$ cat src/rtl/ddr_pkg.sv
// Shared types and constants for the DDR read-data launcher.
// DQS patterns are {high half, low half} of one CK cycle.
package ddr_pkg;

  typedef enum logic [1:0] {IDLE, PRE, DATA, POST} drv_state_e;

  localparam int unsigned DATA_CYC_BL8 = 4;
  localparam int unsigned DATA_CYC_BC4 = 2;

  localparam logic [1:0] DQS_T_DATA      = 2'b10;
  localparam logic [1:0] DQS_T_PRE_EARLY = 2'b10;
  localparam logic [1:0] DQS_T_PRE_LAST  = 2'b00;
  localparam logic [1:0] DQS_T_POST      = 2'b00;
  localparam logic [1:0] DQS_OE_FULL     = 2'b11;
  localparam logic [1:0] DQS_OE_POST     = 2'b10;

  // Data cycles remaining after the first one of a burst.
  function automatic logic [1:0] extra_data_cycles(input logic bc4);
    return bc4 ? 2'(DATA_CYC_BC4 - 1) : 2'(DATA_CYC_BL8 - 1);
  endfunction

endpackage

$ cat src/rtl/ddr_rd_burst_drv_if.sv
// Read-request handshake from the command decoder into the data launcher.
interface ddr_rd_burst_drv_if #(
  parameter int unsigned DQ_W = 8
) ();

  logic                rd_valid;
  logic                rd_ready;
  logic                rd_bc4;
  logic [8*DQ_W-1:0]   rd_data;

  modport master (output rd_valid, output rd_bc4, output rd_data, input rd_ready);
  modport slave  (input rd_valid, input rd_bc4, input rd_data, output rd_ready);

endinterface

$ cat src/rtl/ddr_rd_fifo.sv
// Synchronous FIFO holding accepted read bursts until their first data cycle.
module ddr_rd_fifo #(
  parameter int unsigned Width = 8,
  parameter int unsigned Depth = 4
) (
  input  logic             CK_t,
  input  logic             reset_n,
  input  logic             i_push,
  input  logic [Width-1:0] i_wdata,
  input  logic             i_pop,
  output logic [Width-1:0] o_rdata,
  output logic             o_full,
  output logic             o_empty
);

  localparam int unsigned PtrW = (Depth > 1) ? $clog2(Depth) : 1;
  localparam int unsigned CntW = $clog2(Depth + 1);

  logic [Width-1:0] r_mem [Depth];
  logic [PtrW-1:0]  r_wptr;
  logic [PtrW-1:0]  r_rptr;
  logic [CntW-1:0]  r_cnt;
  logic             w_push;
  logic             w_pop;

  assign w_push  = i_push & ~o_full;
  assign w_pop   = i_pop & ~o_empty;
  assign o_full  = (r_cnt == CntW'(Depth));
  assign o_empty = (r_cnt == '0);
  assign o_rdata = r_mem[r_rptr];

  always_ff @(posedge CK_t) begin
    if (w_push) r_mem[r_wptr] <= i_wdata;
  end

  always_ff @(posedge CK_t or negedge reset_n) begin
    if (!reset_n) begin
      r_wptr <= '0;
      r_rptr <= '0;
      r_cnt  <= '0;
    end else begin
      if (w_push) r_wptr <= (r_wptr == PtrW'(Depth - 1)) ? '0 : r_wptr + PtrW'(1);
      if (w_pop)  r_rptr <= (r_rptr == PtrW'(Depth - 1)) ? '0 : r_rptr + PtrW'(1);
      if (w_push && !w_pop)      r_cnt <= r_cnt + CntW'(1);
      else if (w_pop && !w_push) r_cnt <= r_cnt - CntW'(1);
    end
  end

endmodule

$ cat src/rtl/ddr_rd_burst_drv.sv
// DRAM-model read-data launcher: queues read bursts, waits CAS latency, then drives
// DQ/DQS with preamble, seamless back-to-back bursts and half-cycle postamble.
module ddr_rd_burst_drv
  import ddr_pkg::*;
#(
  parameter int unsigned DQ_W    = 8,
  parameter int unsigned CL      = 11,
  parameter int unsigned PRE_CYC = 1,
  parameter int unsigned Q_DEPTH = 4
) (
  input  logic                CK_t,
  input  logic                reset_n,
  ddr_rd_burst_drv_if.slave   rd_if,
  output logic [DQ_W-1:0]     dq_rise,
  output logic [DQ_W-1:0]     dq_fall,
  output logic                dq_oe,
  output logic [1:0]          dqs_t_hl,
  output logic [1:0]          dqs_oe_hl,
  output logic                busy,
  output logic                burst_done
);

  typedef struct packed {
    logic              bc4;
    logic [8*DQ_W-1:0] data;
  } rd_burst_t;

  localparam int unsigned       RemW    = $clog2(CL + DATA_CYC_BL8);
  localparam logic [RemW-1:0]   REM_BL8 = RemW'(CL + DATA_CYC_BL8 - 1);
  localparam logic [RemW-1:0]   REM_BC4 = RemW'(CL + DATA_CYC_BC4 - 1);

  rd_burst_t         w_push_burst;
  rd_burst_t         w_head;
  logic              w_full;
  logic              w_empty;
  logic              w_accept;
  logic              w_start;
  logic              w_pre_last;
  logic              w_pre_early;

  logic [CL-1:0]     r_dly;
  logic [RemW-1:0]   r_rem;
  drv_state_e        r_state;
  logic [1:0]        r_left;
  logic [8*DQ_W-1:0] r_shift;

  assign w_push_burst   = {rd_if.rd_bc4, rd_if.rd_data};
  assign rd_if.rd_ready = ~w_full & (r_rem <= RemW'(CL));
  assign w_accept       = rd_if.rd_valid & rd_if.rd_ready;

  // r_dly[j] set means a burst's first data cycle is j cycles after the current one.
  assign w_start     = r_dly[1];
  assign w_pre_last  = r_dly[2];
  assign w_pre_early = (PRE_CYC == 2) ? r_dly[3] : 1'b0;

  assign busy = ~w_empty | (r_state != IDLE) | (|r_dly);

  ddr_rd_fifo #(
    .Width ($bits(rd_burst_t)),
    .Depth (Q_DEPTH)
  ) u_fifo (
    .CK_t    (CK_t),
    .reset_n (reset_n),
    .i_push  (w_accept),
    .i_wdata (w_push_burst),
    .i_pop   (w_start),
    .o_rdata (w_head),
    .o_full  (w_full),
    .o_empty (w_empty)
  );

  always_ff @(posedge CK_t or negedge reset_n) begin
    if (!reset_n) begin
      r_dly <= '0;
      r_rem <= '0;
    end else begin
      r_dly <= {w_accept, r_dly[CL-1:1]};
      if (w_accept)        r_rem <= rd_if.rd_bc4 ? REM_BC4 : REM_BL8;
      else if (r_rem != 0) r_rem <= r_rem - RemW'(1);
    end
  end

  // Outputs are registered: each edge computes the pattern for the cycle it opens.
  always_ff @(posedge CK_t or negedge reset_n) begin
    if (!reset_n) begin
      r_state    <= IDLE;
      r_left     <= '0;
      r_shift    <= '0;
      dq_rise    <= '0;
      dq_fall    <= '0;
      dq_oe      <= 1'b0;
      dqs_t_hl   <= 2'b00;
      dqs_oe_hl  <= 2'b00;
      burst_done <= 1'b0;
    end else if (r_state == DATA && r_left != 2'd0) begin
      r_state    <= DATA;
      r_left     <= r_left - 2'd1;
      r_shift    <= r_shift >> (2 * DQ_W);
      dq_rise    <= r_shift[0 +: DQ_W];
      dq_fall    <= r_shift[DQ_W +: DQ_W];
      dq_oe      <= 1'b1;
      dqs_t_hl   <= DQS_T_DATA;
      dqs_oe_hl  <= DQS_OE_FULL;
      burst_done <= (r_left == 2'd1);
    end else if (w_start) begin
      r_state    <= DATA;
      r_left     <= extra_data_cycles(w_head.bc4);
      r_shift    <= w_head.data >> (2 * DQ_W);
      dq_rise    <= w_head.data[0 +: DQ_W];
      dq_fall    <= w_head.data[DQ_W +: DQ_W];
      dq_oe      <= 1'b1;
      dqs_t_hl   <= DQS_T_DATA;
      dqs_oe_hl  <= DQS_OE_FULL;
      burst_done <= 1'b0;
    end else if (w_pre_last || w_pre_early) begin
      // Short gaps land here directly from DATA, skipping the postamble.
      r_state    <= PRE;
      dq_rise    <= '0;
      dq_fall    <= '0;
      dq_oe      <= 1'b0;
      dqs_t_hl   <= w_pre_last ? DQS_T_PRE_LAST : DQS_T_PRE_EARLY;
      dqs_oe_hl  <= DQS_OE_FULL;
      burst_done <= 1'b0;
    end else if (r_state == DATA) begin
      r_state    <= POST;
      dq_rise    <= '0;
      dq_fall    <= '0;
      dq_oe      <= 1'b0;
      dqs_t_hl   <= DQS_T_POST;
      dqs_oe_hl  <= DQS_OE_POST;
      burst_done <= 1'b0;
    end else begin
      r_state    <= IDLE;
      dq_rise    <= '0;
      dq_fall    <= '0;
      dq_oe      <= 1'b0;
      dqs_t_hl   <= 2'b00;
      dqs_oe_hl  <= 2'b00;
      burst_done <= 1'b0;
    end
  end

endmodule
$ cat src/flat_wrapper.sv
// flat-port wrapper written by rule: the top's interface ports become plain ports
module ddr_rd_burst_drv_flat import ddr_pkg::*;
#(
  parameter int unsigned DQ_W    = 8,
  parameter int unsigned CL      = 11,
  parameter int unsigned PRE_CYC = 1,
  parameter int unsigned Q_DEPTH = 4
)
  (CK_t, reset_n, dq_rise, dq_fall, dq_oe, dqs_t_hl, dqs_oe_hl, busy, burst_done, rd_if_rd_valid, rd_if_rd_bc4, rd_if_rd_data, rd_if_rd_ready);
  ddr_rd_burst_drv_if #(.DQ_W(DQ_W)) rd_if_i ();
  input  logic CK_t;
  input  logic reset_n;
  output logic [DQ_W-1:0] dq_rise;
  output logic [DQ_W-1:0] dq_fall;
  output logic dq_oe;
  output logic [1:0] dqs_t_hl;
  output logic [1:0] dqs_oe_hl;
  output logic busy;
  output logic burst_done;
  input wire logic [$bits(rd_if_i.rd_valid)-1:0] rd_if_rd_valid;
  input wire logic [$bits(rd_if_i.rd_bc4)-1:0] rd_if_rd_bc4;
  input wire logic [$bits(rd_if_i.rd_data)-1:0] rd_if_rd_data;
  output wire logic [$bits(rd_if_i.rd_ready)-1:0] rd_if_rd_ready;
  assign rd_if_i.rd_valid = rd_if_rd_valid;
  assign rd_if_i.rd_bc4 = rd_if_rd_bc4;
  assign rd_if_i.rd_data = rd_if_rd_data;
  assign rd_if_rd_ready = rd_if_i.rd_ready;
  ddr_rd_burst_drv #(.DQ_W(DQ_W), .CL(CL), .PRE_CYC(PRE_CYC), .Q_DEPTH(Q_DEPTH)) u_core (.CK_t(CK_t), .reset_n(reset_n), .rd_if(rd_if_i), .dq_rise(dq_rise), .dq_fall(dq_fall), .dq_oe(dq_oe), .dqs_t_hl(dqs_t_hl), .dqs_oe_hl(dqs_oe_hl), .busy(busy), .burst_done(burst_done));
endmodule
$ cat config.mk
export PLATFORM = sky130hd
export DESIGN_NAME = ddr_rd_burst_drv_flat
export DESIGN_NICKNAME = d
export VERILOG_FILES = /design/src/rtl/ddr_pkg.sv /design/src/rtl/ddr_rd_burst_drv_if.sv /design/src/rtl/ddr_rd_fifo.sv /design/src/rtl/ddr_rd_burst_drv.sv /design/src/flat_wrapper.sv
export SDC_FILE = /design/constraint.sdc
export NUM_CORES = 1
export LEC_CHECK = 0
export ABC_AREA = 0
export ABC_CLOCK_PERIOD_IN_PS = 7600
export BUFFER_PORTS_ARGS = -buffer_cell sky130_fd_sc_hd__buf_2
export CAP_MARGIN = 20
export CORE_MARGIN = 5
export CORE_UTILIZATION = 60
export CTS_BUF_LIST = sky130_fd_sc_hd__clkbuf_16
export DETAILED_ROUTE_END_ITERATION = 6
export PLACE_DENSITY_LB_ADDON = 0.25
export REMOVE_ABC_BUFFERS = 1
export SLEW_MARGIN = 25
export SYNTH_ARGS = -nofsm -noshare
export SYNTH_HDL_FRONTEND = slang
export SYNTH_HIERARCHICAL = 1
export SYNTH_SLANG_ARGS = --single-unit
$ cat constraint.sdc
create_clock -name CK_t -period 7.6 [get_ports CK_t]
set_clock_uncertainty 0.1 [all_clocks]
set_input_delay 1.14 -clock CK_t [delete_from_list [all_inputs] [get_ports CK_t]]
set_output_delay 1.14 -clock CK_t [all_outputs]
set_load 0.005 [all_outputs]
# Word-level counts from Yosys, hierarchy flattened
# Memory sizes are Yosys's and may differ from the RTL's.
# Index checks and enable logic that the tools add are counted.
[classes]
add_sub_neg = 6
n_lt_le_gt_ge = 1
eq_ne = 5
mux = 31
bitwise = 8
n_reduce_logical = 13
[op_table]
columns = ["op", "count"]
rows = [
  ["$mux W64", 2],
  ["$mux W2", 16],
  ["$mux W8", 4],
  ["$reduce_or A11 Y1", 1],
  ["$reduce_bool A2 Y1", 5],
  ["$mux W4", 2],
  ["$eq A2 B2 Y1 const B", 3],
  ["$mux W3", 2],
  ["$mux W1", 5],
  ["$add A2 B1 Y2 const B", 2],
  ["$and A1 B1 Y1", 4],
  ["$le A4 B4 Y1 const B", 1],
  ["$reduce_bool A4 Y1", 1],
  ["$sub A4 B1 Y4 const B", 1],
  ["$add A3 B1 Y3 const B", 1],
  ["$eq A3 B3 Y1 const B", 1],
  ["$logic_and A1 B1 Y1", 3],
  ["$logic_not A3 Y1", 1],
  ["$sub A3 B1 Y3 const B", 1],
  ["$eq A2 B1 Y1 const B", 1],
  ["$logic_not A1 Y1", 2],
  ["$not A1 Y1", 2],
  ["$or A1 B1 Y1", 2],
  ["$sub A2 B1 Y2 const B", 1],
]
[totals]
ff_bits = 112
mem_bits_rw = 260
input_bits = 68
n_memories = 1
[mem_list]
columns = ["memory", "words", "word_bits", "read_ports", "rd_ports_with_merged_regs", "write_ports", "line_no", "text"]
rows = [
  ["u_core.u_fifo.r_mem", 4, 65, 1, 0, 1, "ddr_rd_fifo.sv:19", "logic [Width-1:0] r_mem [Depth];"],
]

# Longest topological paths before layout
# Gate-level depths: netlist of the first run.
[depth]
depth_word = 9
depth_mapped = 11
depth_no_buf = 11

# Hierarchy
# Netlist of the first run, hierarchy kept.
[modules_own_cells]
columns = ["module", "instances", "cells_each", "area_per_inst_um2"]
rows = [
  ["ddr_rd_fifo", 1, 377, 9855.7],
  ["ddr_rd_burst_drv", 1, 327, 3602.2],
]

# Least setup slack after synthesis of the first run
# OpenSTA, ideal clock, no wires.
[synth_timing]
kind = "input to register"
startpoint = "input port rd_if_rd_valid"
endpoint = "memory u_core/u_fifo/r_mem[3][0] (netlist bit) (enable)"
setup_ps = 490
arrival_time_ps = 4091
path_slack_ps = 2919
path_stages = 4
path_buffers = 0
path_cell_list = "nand2_1 > inv_1 > nand2_1 > nor2_1"
[synth_between]
elab_chain_cells = 4
[synth_lines]
columns = ["item", "line_no", "text"]
rows = [
  ["start: declaration", "flat_wrapper.sv:20", "input wire logic [$bits(rd_if_i.rd_valid)-1:0] rd_if_rd_valid;"],
  ["$and A1 B1 Y1", "ddr_rd_burst_drv.sv:49", "assign w_accept = rd_if.rd_valid & rd_if.rd_ready;"],
  ["via u_core.w_accept", "ddr_rd_burst_drv.sv:36", "logic w_accept;"],
  ["$and A1 B1 Y1", "ddr_rd_fifo.sv:26", "assign w_push = i_push & ~o_full;"],
  ["$mux W1", "ddr_rd_fifo.sv:33", "if (w_push) r_mem[r_wptr] <= i_wdata;"],
  ["$mux W1 (implied by the code)", "ddr_rd_fifo.sv:33", ""],
  ["end: declaration", "ddr_rd_fifo.sv:19", ""],
]
# The timed path passes the listed nets, and every way through them passes these cells.

# Worst setup path in the final report of the first run
[layout_timing]
startpoint = "register u_core.u_fifo.r_cnt[0]"
endpoint = "output port busy"
[layout_between]
elab_chain_cells = 4
[layout_lines]
columns = ["item", "line_no", "text"]
rows = [
  ["start: declaration", "ddr_rd_fifo.sv:22", "logic [CntW-1:0] r_cnt;"],
  ["start signal: assignment", "ddr_rd_fifo.sv:44", "if (w_push && !w_pop) r_cnt <= r_cnt + CntW'(1);"],
  ["start signal: assignment", "ddr_rd_fifo.sv:45", "else if (w_pop && !w_push) r_cnt <= r_cnt - CntW'(1);"],
  ["$logic_not A3 Y1", "ddr_rd_fifo.sv:29", "assign o_empty = (r_cnt == '0);"],
  ["via u_core.w_empty", "ddr_rd_burst_drv.sv:35", "logic w_empty;"],
  ["$not A1 Y1", "ddr_rd_burst_drv.sv:56", "assign busy = ~w_empty | (r_state != IDLE) | (|r_dly);"],
  ["$or A1 B1 Y1 (2 in a row)", "ddr_rd_burst_drv.sv:56", ""],
  ["end: declaration", "flat_wrapper.sv:18", "output logic busy;"],
]
# The timed path passes the listed nets, and every way through them passes these cells.

==> results.md, run 1 <==
- Outcome: finished clean
- CTS Hold Buffers Added: 0
- DIE WIDTH: 160 um
- Number of placement rows: 54
- Pwr dens: 379 mW/mm2
- Shortest clock period the worst path allows after layout: 2.98 ns
- Layout overhead on the synthesized area: 13.0%
- Via density: 5.76
- Vias in the first global route: just over 7000
- Final number of max-transition violations: 0
- Maximum operating frequency: 336 MHz
- Number of gates given a new drive strength after cts: 0
- CTS tree: built
- Synthesized area: 0.0135 mm2
- CTS root buf: clkbuf_16
- DR DRC count: 0
- Required time at the worst-slack endpoint: around 6.4 ns
- I/O Buffers: 90
- Chip height: roughly 160 um
- Number of clock buffers inserted by TritonCTS: 35
- DRT iter0 DRCs: 446
- Final period util: 39.2%
- Number of storage elements in the synthesis netlist: 354
- Global routing's busiest layer: met2
- Area of the core: 0.0220 mm2
- Largest cells by area after synthesis: edfxtp_1 (58%), dfrtp_1 (17%), mux4_2 (11%), mux2i_1 (3.8%), nand2_1 (1.9%)
- Count of max-cap constraint violations: 0
- Worst path bufs/invs: 1
- Share of cells above drive strength 1: 27.2%
- Number of post-CTS setup repair buffers: 0
- FF-to-FF setup slack: around 4.7 ns
- Commonest cells after routing, fill and taps aside: edfxtp_1 (260), dfrtp_1 (91), buf_2 (89)
- Total of endpoints with negative setup slack in the final report: 0
- Tightest Hold Check Type: flip-flop to flip-flop
- Slew of the pin with the lowest slew margin: between 1 and 1.5 ns
- Total count of hold-check failures in the final report: 0
- Area of the die: 0.0255 mm2
- Critical path peak fanout: 5
- Pin count of the biggest net entering global routing: 118
- Total congestion overflow: 0
- Antenna violations before repair: 2
- Max incr delay on CP: 0.47 ns
- Setup Slack @ Placement: 4.44 ns
- Commonest non-fill, non-tap cell in the layout: edfxtp_1
- Clk buf depth: 3
- Sequence of cells on the critical path: nor3_1, nor4b_1, nand4_1, buf_2
- Fillers: around 1300
- Cell accounting for the most synthesized area: edfxtp_1
- Path type of the worst setup path: flip-flop to output port
- Endpoint kind of the worst setup timing path: output port
- Total via count in the routed design: about 6400
- Share of the synthesized area in the top cell type: about three fifths
- Max stage delay cell, worst path: dfrtp_1
- Remaining number of nets flagged by the antenna check after routing: 0
- Final net count: 879
- Critical path arrival: 1.74 ns
- Per-cell routed wire length: 21.3 um
- Met2 Use GR: between 30% and 40%
- Routing usage on met3: 3.51%
- Detailed-route wire length: 23600 um
- Synthesized netlist cell count: ~700
- # clock sinks: 354
- Cell family with the largest share of critical-path delay: simple AND/OR/NAND/NOR gates
- Starting utilization of the core area: approximately 61%
- Number of iterations in the first detailed-routing pass: 5
- Highest ir drop seen on vdd: around 0.00035 V
- Relative slew margins: between 20% and 30%
- Distinct cell type count of the synthesized netlist: 36
- Clock latency reported for the late side of the worst-skew pair: ~0.49 ns
- Global-route total usage across every layer: 18.9%
- Number of synthesis warnings: 6
- Clock-pin slew of the registers on the worst-case setup and hold paths: 0.06 ns
- Max H-tree Level: 2
- Worst setup slack after layout: 4.62 ns
- Leakage: roughly 5.5 nW
- Global-route wire length before repair: between 30000 and 40000 um
- Number of primary I/O pins: 92
- Post-synthesis area per instance: approximately 19 um2
- Hpwl dp: 12500 um
- Setup repair after global routing missed its margin: false
- Total negative setup slack: 0 ns
- Global Route met1 Usage: 25.4%
- Startpoint types: flip-flop
- Gp weighted congestion: 0.720
- Post-synthesis sequential area ratio: 75.5%
## registers in the layout (all words and copies together) (netlist names), 3 cells and up
name,count
u_core/dq_fall,8
u_core/dq_rise,8
u_core/r_dly,11
u_core/r_rem,4
u_core/r_shift,48
u_core/u_fifo/r_cnt,3
u_core/u_fifo/r_mem,260
## final timing paths
check	endpoint	cells after the start	from
setup / recovery	busy	4	u_core/u_fifo/r_cnt[0]
hold / removal	u_core/r_dly[2]	0	u_core/r_dly[3]
setup reg to reg	u_core/u_fifo/r_mem[1][40]	6	u_core/u_fifo/r_cnt[2]
hold reg to reg	u_core/r_dly[2]	0	u_core/r_dly[3]
max in group asynchronous	u_core/u_fifo/r_rptr[0]	2	reset_n
min in group asynchronous	u_core/dq_fall[6]	1	reset_n
## metal layers
layer	wire (um)	part of all wire, %
met5	13	0.055
met4	425	1.8
met3	1000	4.2
met2	12200	52
met1	9920	42
## cells by family after synthesis
logic type	Yosys count	synth area share (%)
buf+inv	45	2.16
compound gates	58	2.27
other cells	1	0.0279
fa+ha+maj	11	1.08
simple gates	109	3.56
flops	354	75.5
xor+xnor	5	0.325
mux	121	15.1
## through the flow
step           total power, W  util [%]  instance area, um2  std cells  hold slack, ns
2_1_floorplan         0.00378         -               13200        667           0.254
3_3_place_gp          0.00408      64.1               14100       1042           0.260
3_5_place_dp          0.00417      64.1               14100       1042           0.261
4_1_cts               0.00582      69.1               15200       1105           0.275
5_1_grt               0.00609      69.3               15200       1107           0.290
6_report              0.00576      69.3               15200       1107           0.272
## where the power goes
| group | leakage, nW | switching [W] | internal, W |
|---|---|---|---|
| Combinational | 1.40 | 0.000704 | 0.000652 |
| Sequential | 3.56 | 0.000263 | 0.00250 |
| Clock | 0.571 | 0.000670 | 0.000978 |
## cells in the mapped netlist
cell / number
edfxtp_1: 260
dfrtp_1: 94
nand2_1: 68
mux4_2: 65
mux2i_1: 51
o21ai_0: 49
nor2_1: 21
buf_2: 15
ha_1: 10
clkbuf_1: 9
buf_4: 8
inv_1: 8
mux2_2: 5
a21oi_1: 4
and2_1: 4
buf_12: 4
nor3_1: 4
xnor2_1: 3
nor4_1: 2
o21ai_1: 2
or2_2: 2
xor2_1: 2
a21o_1: 1
a221o_1: 1
buf_6: 1
conb_1: 1
fa_1: 1
nand2b_1: 1
nand4_1: 1
nor2b_2: 1
nor3b_1: 1
nor3b_2: 1
nor3b_4: 1
nor4b_1: 1
o31ai_2: 1
or3_1: 1
## final cells by class
class                      instances  area (um2)  share of cell area (%)
antenna                            1        2.50                  0.0165
timing repair buffer              96         522                    3.43
sequential                       354       10200                    66.9
multi-input combinational        305        3020                    19.9
clock inverter                    26         186                    1.23
tap                              280         350                    2.30
clock buffer                      37         926                    6.09
inverter                           8        30.0                   0.197
Power figures use the tool's default switching activity.
==> inputs of run 2 (changes only) <==
- ABC_CLOCK_PERIOD_IN_PS: 7600 -> 2400
- CORE_UTILIZATION: 60 -> 54
- clock period: 7.6 -> 2.4 ns (I/O delays scaled with it)
==> run 2 against run 1 <==
  * Routed wire length is 6.4% higher
  * First-iteration DRC count fell by 15%
  * Final cell count is 12% higher
  * Sequential share of layout area shrank 4.5 points
  * Critical path depth rose by 1
==> results.md, run 2 (same netlist as run 1, synthesis figures left out) <==
- Area of the die: 0.0282 mm2 (+10%)
- Vias in the first global route: 7472 (+5.5%)
- Largest register by flop count: u_core/u_fifo/r_mem
- Layout overhead on the synthesized area: 21.2%
- Final period util: 94.1%
- Clk buf depth: 3 (unchanged)
- Final Instance Count excl. Fillers: 1245 (+12%)
- Count of inserted antenna diode cells: 0 (-1)
- Pin count of the biggest net entering global routing: 80 (-32%)
- Instance count after placement with tap cells included: 1111 (+6.6%)
- Number of primary I/O pins: 92 (unchanged)
- Setup Slack @ Placement: -0.0408 ns (-4.48 ns)
- Gp weighted congestion: 0.745 (+3.6%)
- Antenna violations before repair: 0 (-2)
- Endpoint kind of the worst setup timing path: output port
- Relative slew margins: 47.2% (+18 points)
- Commonest non-fill, non-tap cell in the layout: edfxtp_1
- Total congestion overflow: 0 (unchanged)
- Instance count along the most critical hold path: 0 (unchanged)
- Layout Cell Area excl Fill: 0.0163 mm2 (+7.2%)
- Required time at the worst-slack endpoint: 1.94 ns (-4.42 ns)
- Final core occ: 66.7% (-2.6 points)
- Path type of the worst setup path: flip-flop to output port
- Clock latency reported for the late side of the worst-skew pair: 0.52 ns (+0.03 ns)
- Via density: 5.53 (-3.8%)
- Largest registers: u_core/u_fifo/r_mem: 260 flops, u_core/r_shift: 48 flops, u_core/r_dly: 11 flops
- Commonest cells after routing, fill and taps aside: edfxtp_1 (260), dfrtp_1 (91), buf_2 (89)
- Remaining number of nets flagged by the antenna check after routing: 0 (unchanged)
- Overall power: 0.0188 W (+230%)
- DR DRC count: 0 (unchanged)
- CTS root buf: clkbuf_16
- Worst setup slack after layout: 0.141 ns (-4.48 ns)
- Total of endpoints with negative setup slack in the final report: 0 (unchanged)
- DP Area: 0.0145 mm2 (+3.1%)
- Outcome: finished clean
- DRT iter0 DRCs: 380 (-15%)
- Total via count in the routed design: 6891 (+8.1%)
- Max H-tree Level: 2 (unchanged)
- Highest ir drop seen on vdd: 0.000764 V (+120%)
- # clock sinks: 354 (unchanged)
- Fillers: 1611 (+20%)
- Shortest clock period the worst path allows after layout: between 2 and 2.5 ns
- Per-cell routed wire length: 20.2 um (-5.4%)
- Max incr delay on CP: 0.42 ns (-0.05 ns)
- Slew of the pin with the lowest slew margin: 0.793 ns (-0.269 ns)
- Number of clock buffers inserted by TritonCTS: 36 (+2.9%)
- Global-route wire length before repair: 40600 um (+5.9%)
- Tightest Hold Check Type: flip-flop to flip-flop
- Area of the core: 0.0245 mm2 (+11%)
- Total count of hold-check failures in the final report: 0 (unchanged)
- I/O Buffers: 90 (unchanged)
- Share of cells above drive strength 1: 27.7% (+0.45 points)
- Max stage delay cell, worst path: dfrtp_1
- DIE WIDTH: 168 um (+5.1%)
- Startpoint types: flip-flop
- Worst Reg2Reg Path Length in Cells: 11 (+5)
- Sequence of cells on the critical path: buf_4, nor3_2, nor4b_2, nand4_1, buf_2
- Final net count: 972 (+11%)
- Count of max-cap constraint violations: 0 (unchanged)
- Leakage: 6.02 nW (+8.7%)
- Largest register FFs: 260 (unchanged)
- Maximum operating frequency: 443 MHz
- Starting utilization of the core area: 55.0% (-6.3 points)
- Final number of max-transition violations: 0 (unchanged)
- Hpwl dp: 15000 um (+20%)
- CTS tree: built
- Detailed-route wire length: 25100 um (+6.4%)
- Critical path arrival: 1.80 ns (+0.06 ns)
- Chip height: 168 um (+5.1%)
- Clock-pin slew of the registers on the worst-case setup and hold paths: 0.06 ns (about the same)
- Number of iterations in the first detailed-routing pass: 6 (+1)
- Number of placement rows: 57 (+5.6%)
- Global-route total usage across every layer: 18.2% (-0.75 points)
- Critical path peak fanout: 4 (-1)
- Pwr dens: 1150 mW/mm2 (+200%)
## run 2: changes by cell type in the layout (fill, tap and decap cells not counted), sizes merged
cell / previous run / this run
inv: 15 / 23
buf: 96 / 121
diode: 1 / 0
bufinv: 3 / 2
clkinv: 15 / 13
clkinvlp: 1 / 0
dlygate4sd3: 0 / 67
clkbuf: 37 / 36
## run 2: path summary, 6_finish.rpt
path / start / endpoint / slack, ns
hold reg to reg: u_core/r_dly[5] / u_core/r_dly[4] / 0.27
hold / removal: u_core/r_dly[5] / u_core/r_dly[4] / 0.27
min in group asynchronous: reset_n / u_core/r_rem[1] / 0.35
max in group asynchronous: reset_n / u_core/dq_fall[2] / 1.25
setup reg to reg: u_core/u_fifo/r_cnt[2] / u_core/u_fifo/r_cnt[2] / 0.14
setup / recovery: u_core/u_fifo/r_cnt[0] / busy / 0.14
## run 2: where the power goes
part           total (W)  switching, W  internal, W
registers        0.00856      0.000670      0.00789
logic            0.00503       0.00255      0.00249
clock network    0.00519       0.00222      0.00297
total             0.0188       0.00543       0.0133
## run 2: cell type report
type                            count  area [um2]  share of cell area (%)
Clock buffer                       36         901                    5.52
Inverter                            8        30.0                   0.184
Sequential cell                   354       10200                    62.4
Tap cell                          324         405                    2.49
Multi-Input combinational cell    305        3050                    18.7
Timing Repair Buffer              188        1540                    9.47
Clock inverter                     30         210                    1.29
## run 2: routing by layer
metal	share of wire (%)	global-route usage (%)	up-vias
li1	-	-	3107
met4	1.5	4.73	0
met1	40	23.8	3582
met5	0	0	-
met3	4.6	3.21	31
met2	53	32.0	171
## run 2: per-stage QoR
stage	hold slack [ns]	TNS (ns)
2_1_floorplan	-0.0356	-423.76
3_5_place_dp	0.262	-0.0408
6_report	0.272	0
4_1_cts	0.276	0
3_3_place_gp	0.264	0
5_1_grt	0.278	-0.0156
## run 2: repair_timing
item                                    CTS  global route
gates resized for setup                   1             5
endpoints found under the setup margin    1            45
hold buffers                             67             0
pin swaps                                 0             1
hold endpoints to repair                310             0
buffers inserted                          0             1
## run 2: critical path, delay by kind of cell, from the launching register on
kind / cells / cell delay [ns]
and+or+nand+nor: 3 / 0.54
buffers and inverters: 2 / 0.33
DFF: 1 / 0.42
==> inputs of run 3 (changes only) <==
- ABC_CLOCK_PERIOD_IN_PS: 2400 -> 2700
- CORE_UTILIZATION: 54 -> 60
- HOLD_SLACK_MARGIN: not set -> 0.02
- REMOVE_ABC_BUFFERS: 1 -> not set
- clock period: 2.4 -> 2.7 ns (I/O delays scaled with it)
==> run 3 against run 2 <==
  * Sequential cell count unchanged
  * Global-route usage rose by 3.3 points
  * Design area down 1.5%
  * Final cell count fell by 5.1%
  * Critical path depth is 6 higher
  * Hold slack worse by 0.24 ns
  * Total power decreased by 9.9%
  * Count of clock-buffer cells in the layout up 1
  * Utilization increased by 6.5 points
  * Sequential share of layout area up 0.94 points
  * Clock power is 9.6% lower
  * First-iteration DRC count grew 54%
  * Largest power group unchanged
==> results.md, run 3 (same netlist as run 1, synthesis figures left out) <==
- Met2 routed WL: 14100 um (+4.8%)
- Final net count: 953 (-2.0%)
- # clock sinks: 354 (unchanged)
- Critical path arrival: 2.86 ns (+1.06 ns)
- I/O Buffers: 90 (unchanged)
- Starting utilization of the core area: 61.3% (+6.3 points)
- Final period util: 94.3%
- DRT iter0 DRCs: 584 (+54%)
- Setup Slack @ Placement: 0.0923 ns (+0.133 ns)
- Shortest clock period the worst path allows after layout: ~2.5 ns
- Slew of the pin with the lowest slew margin: 0.557 ns (-0.236 ns)
- CTS root buf: clkbuf_16
- Critical register-to-register path startpoint: u_core/u_fifo/r_cnt[2]
- Startpoint types: flip-flop
- Chip height: 160 um (-4.8%)
- Number of primary I/O pins: 92 (unchanged)
- Area of the die: 0.0255 mm2 (-9.4%)
- Number of clock buffers inserted by TritonCTS: 36 (unchanged)
- Max H-tree Level: 2 (unchanged)
- Pwr dens: 1050 mW/mm2 (-8.5%)
- Worst setup slack after layout: 0.154 ns (+0.0126 ns)
- CTS tree: built
- Largest register FFs: 260 (unchanged)
- Vias in the first global route: 7486 (+0.19%)
- Global-route total usage across every layer: 21.5% (+3.3 points)
- DR DRC count: 0 (unchanged)
- Relative slew margins: 62.9% (+16 points)
- Endpoint kind of the worst setup timing path: flip-flop
- Max stage delay cell, worst path: dfrtp_1
- Worst Reg2Reg Path Length in Cells: 11 (unchanged)
- Largest registers: u_core/u_fifo/r_mem: 260 flops, u_core/r_shift: 48 flops, u_core/r_dly: 11 flops
- Clock-pin slew of the registers on the worst-case setup and hold paths: 0.06 ns (about the same)
- DR top layer: met4
- Total negative setup slack: 0 ns (unchanged)
- Commonest cells after routing, fill and taps aside: edfxtp_1 (260), dfrtp_1 (90), buf_2 (89)
- Tightest Hold Check Type: input port to flip-flop
- Total via count in the routed design: 6894 (+0.044%)
- Met1 layer wirelength in the final routing: 10900 um (+7.5%)
- Detailed-route wire length: 26500 um (+5.7%)
- Capture instance of the worst register-to-register path: u_core/u_fifo/r_cnt[2]
- Routed length on met3: 1230 um (+7.2%)
- Maximum operating frequency: between 300 and 400 MHz
- Number of placement rows: 54 (-5.3%)
- Worst setup path startpoint: u_core/u_fifo/r_cnt[2]
- Count of max-cap constraint violations: 0 (unchanged)
- Most used cell along the critical path: xor2_1
- Per-cell routed wire length: 22.4 um (+11%)
- Remaining number of nets flagged by the antenna check after routing: 0 (unchanged)
- Commonest non-fill, non-tap cell in the layout: edfxtp_1
- Clock latency reported for the late side of the worst-skew pair: 0.51 ns (about the same)
- Worst path bufs/invs: 2 (unchanged)
- Leakage: 5.91 nW (-1.7%)
- Gp weighted congestion: 0.779 (+4.5%)
- Highest ir drop seen on vdd: 0.000656 V (-14%)
- Critical path peak fanout: 4 (unchanged)
- Total count of hold-check failures in the final report: 0 (unchanged)
- Clk buf depth: 3 (unchanged)
- DIE WIDTH: 160 um (-4.8%)
- Sequence of cells on the critical path: nor3b_4, a21oi_2, nand2_1, inv_2, nor2b_4, ha_2, inv_1, fa_1, xor2_1, nor2_1, xor2_1
- Number of nets produced by synthesis: 783
- Global-route wire length before repair: 42700 um (+5.2%)
- Number of iterations in the first detailed-routing pass: 4 (-2)
- Required time at the worst-slack endpoint: 3.02 ns (+1.08 ns)
- Via density: 5.83 (+5.4%)
- Hpwl dp: 15700 um (+4.6%)
- Total congestion overflow: 0 (unchanged)
- Final core occ: 73.2% (+6.5 points)
- Hold_sp: rd_if_rd_data[28]
- Total of endpoints with negative setup slack in the final report: 0 (unchanged)
- Pin count of the biggest net entering global routing: 81 (+1.3%)
- Cell family with the largest share of critical-path delay: simple AND/OR/NAND/NOR gates
- Hold-critical path endpoint: u_core/u_fifo/r_mem[2][28]
- Share of cells above drive strength 1: 27.5% (-0.19 points)
- FF-to-FF setup slack: 0.15 ns (about the same)
- Outcome: finished clean
- Max incr delay on CP: 0.43 ns (about the same)
- Antenna violations before repair: 0 (unchanged)
- Largest register by flop count: u_core/u_fifo/r_mem
- Final number of max-transition violations: 0 (unchanged)
- Layout overhead on the synthesized area: 19.4%
- Area of the core: 0.0220 mm2 (-10%)
- Instance count along the most critical hold path: 1 (+1)
- Count of inserted antenna diode cells: 0 (unchanged)
- Path type of the worst setup path: flip-flop to flip-flop
## run 3: cell count changes in the layout (fill, tap and decap cells not counted), sizes merged
cell / delta
clkinvlp: +1
buf: -7
clkinv: +1
bufinv: +1
clkbuf: +1
dlygate4sd3: -12
inv: -4
## run 3: timing repair
item | 4_1_cts | 5_1_grt
setup buffers | 0 | 2
hold endpoints to repair | 226 | 0
hold buffers | 55 | 0
gates resized for setup | 2 | 4
setup endpoints to repair | 20 | 72
## run 3: per-stage QoR
step                hold WS (ns)  area, um2  instances  power (W)
finish                    0.0365      16100       1182     0.0169
global route              0.0201      16100       1182     0.0178
CTS                       0.0215      16000       1180     0.0170
detailed placement         0.176      14300       1059     0.0122
global placement           0.165      14300       1059     0.0120
floorplan                0.00941      13500        704     0.0108
## run 3: worst register-to-register path: stages (launching register included)
cell     delay, ns
dfrtp_1       0.43
nor3b_4       0.21
a21oi_2       0.16
nand2_1       0.13
inv_2         0.09
nor2b_4       0.19
ha_2          0.21
inv_1         0.06
fa_1          0.37
xor2_1        0.17
nor2_1        0.14
xor2_1        0.18
## run 3: worst max path at each step
| stage | endpoint | slack [ns] | cells past startpoint |
|---|---|---|---|
| 2_1_floorplan | u_core/u_fifo/r_mem[3][0] | -0.63 | 6 |
| 3_3_place_gp | u_core/u_fifo/r_cnt[2] | 0.19 | 11 |
| 3_5_place_dp | u_core/u_fifo/r_cnt[2] | 0.09 | 11 |
| 4_1_cts | u_core/u_fifo/r_cnt[1] | 0.04 | 9 |
| 5_1_grt | u_core/u_fifo/r_cnt[2] | -0.002 | 11 |
| 6_report | u_core/u_fifo/r_cnt[2] | 0.15 | 11 |
## run 3: report_power, final
group	switching (W)	leakage (nW)	total [W]	internal, W
registers	0.000625	3.56	0.00764	0.00702
clock network	0.00192	0.587	0.00469	0.00277
logic	0.00238	1.77	0.00459	0.00221
## run 3: final cells by class
| cell class | count | area, um2 |
|---|---|---|
| clock inverter | 29 | 206 |
| inverter | 8 | 30.0 |
| fill | 1275 | 5890 |
| sequential | 354 | 10200 |
| tap | 280 | 350 |
| multi-input combinational | 305 | 3040 |
| timing repair buffer | 169 | 1350 |
| clock buffer | 37 | 926 |
## run 3: metal layers
| metal | track usage, % | up-vias |
|---|---|---|
| li1 | - | 3079 |
| met1 | 29.5 | 3574 |
| met2 | 37.3 | 212 |
| met3 | 3.58 | 29 |
| met4 | 4.38 | 0 |
| met5 | 0 | - |
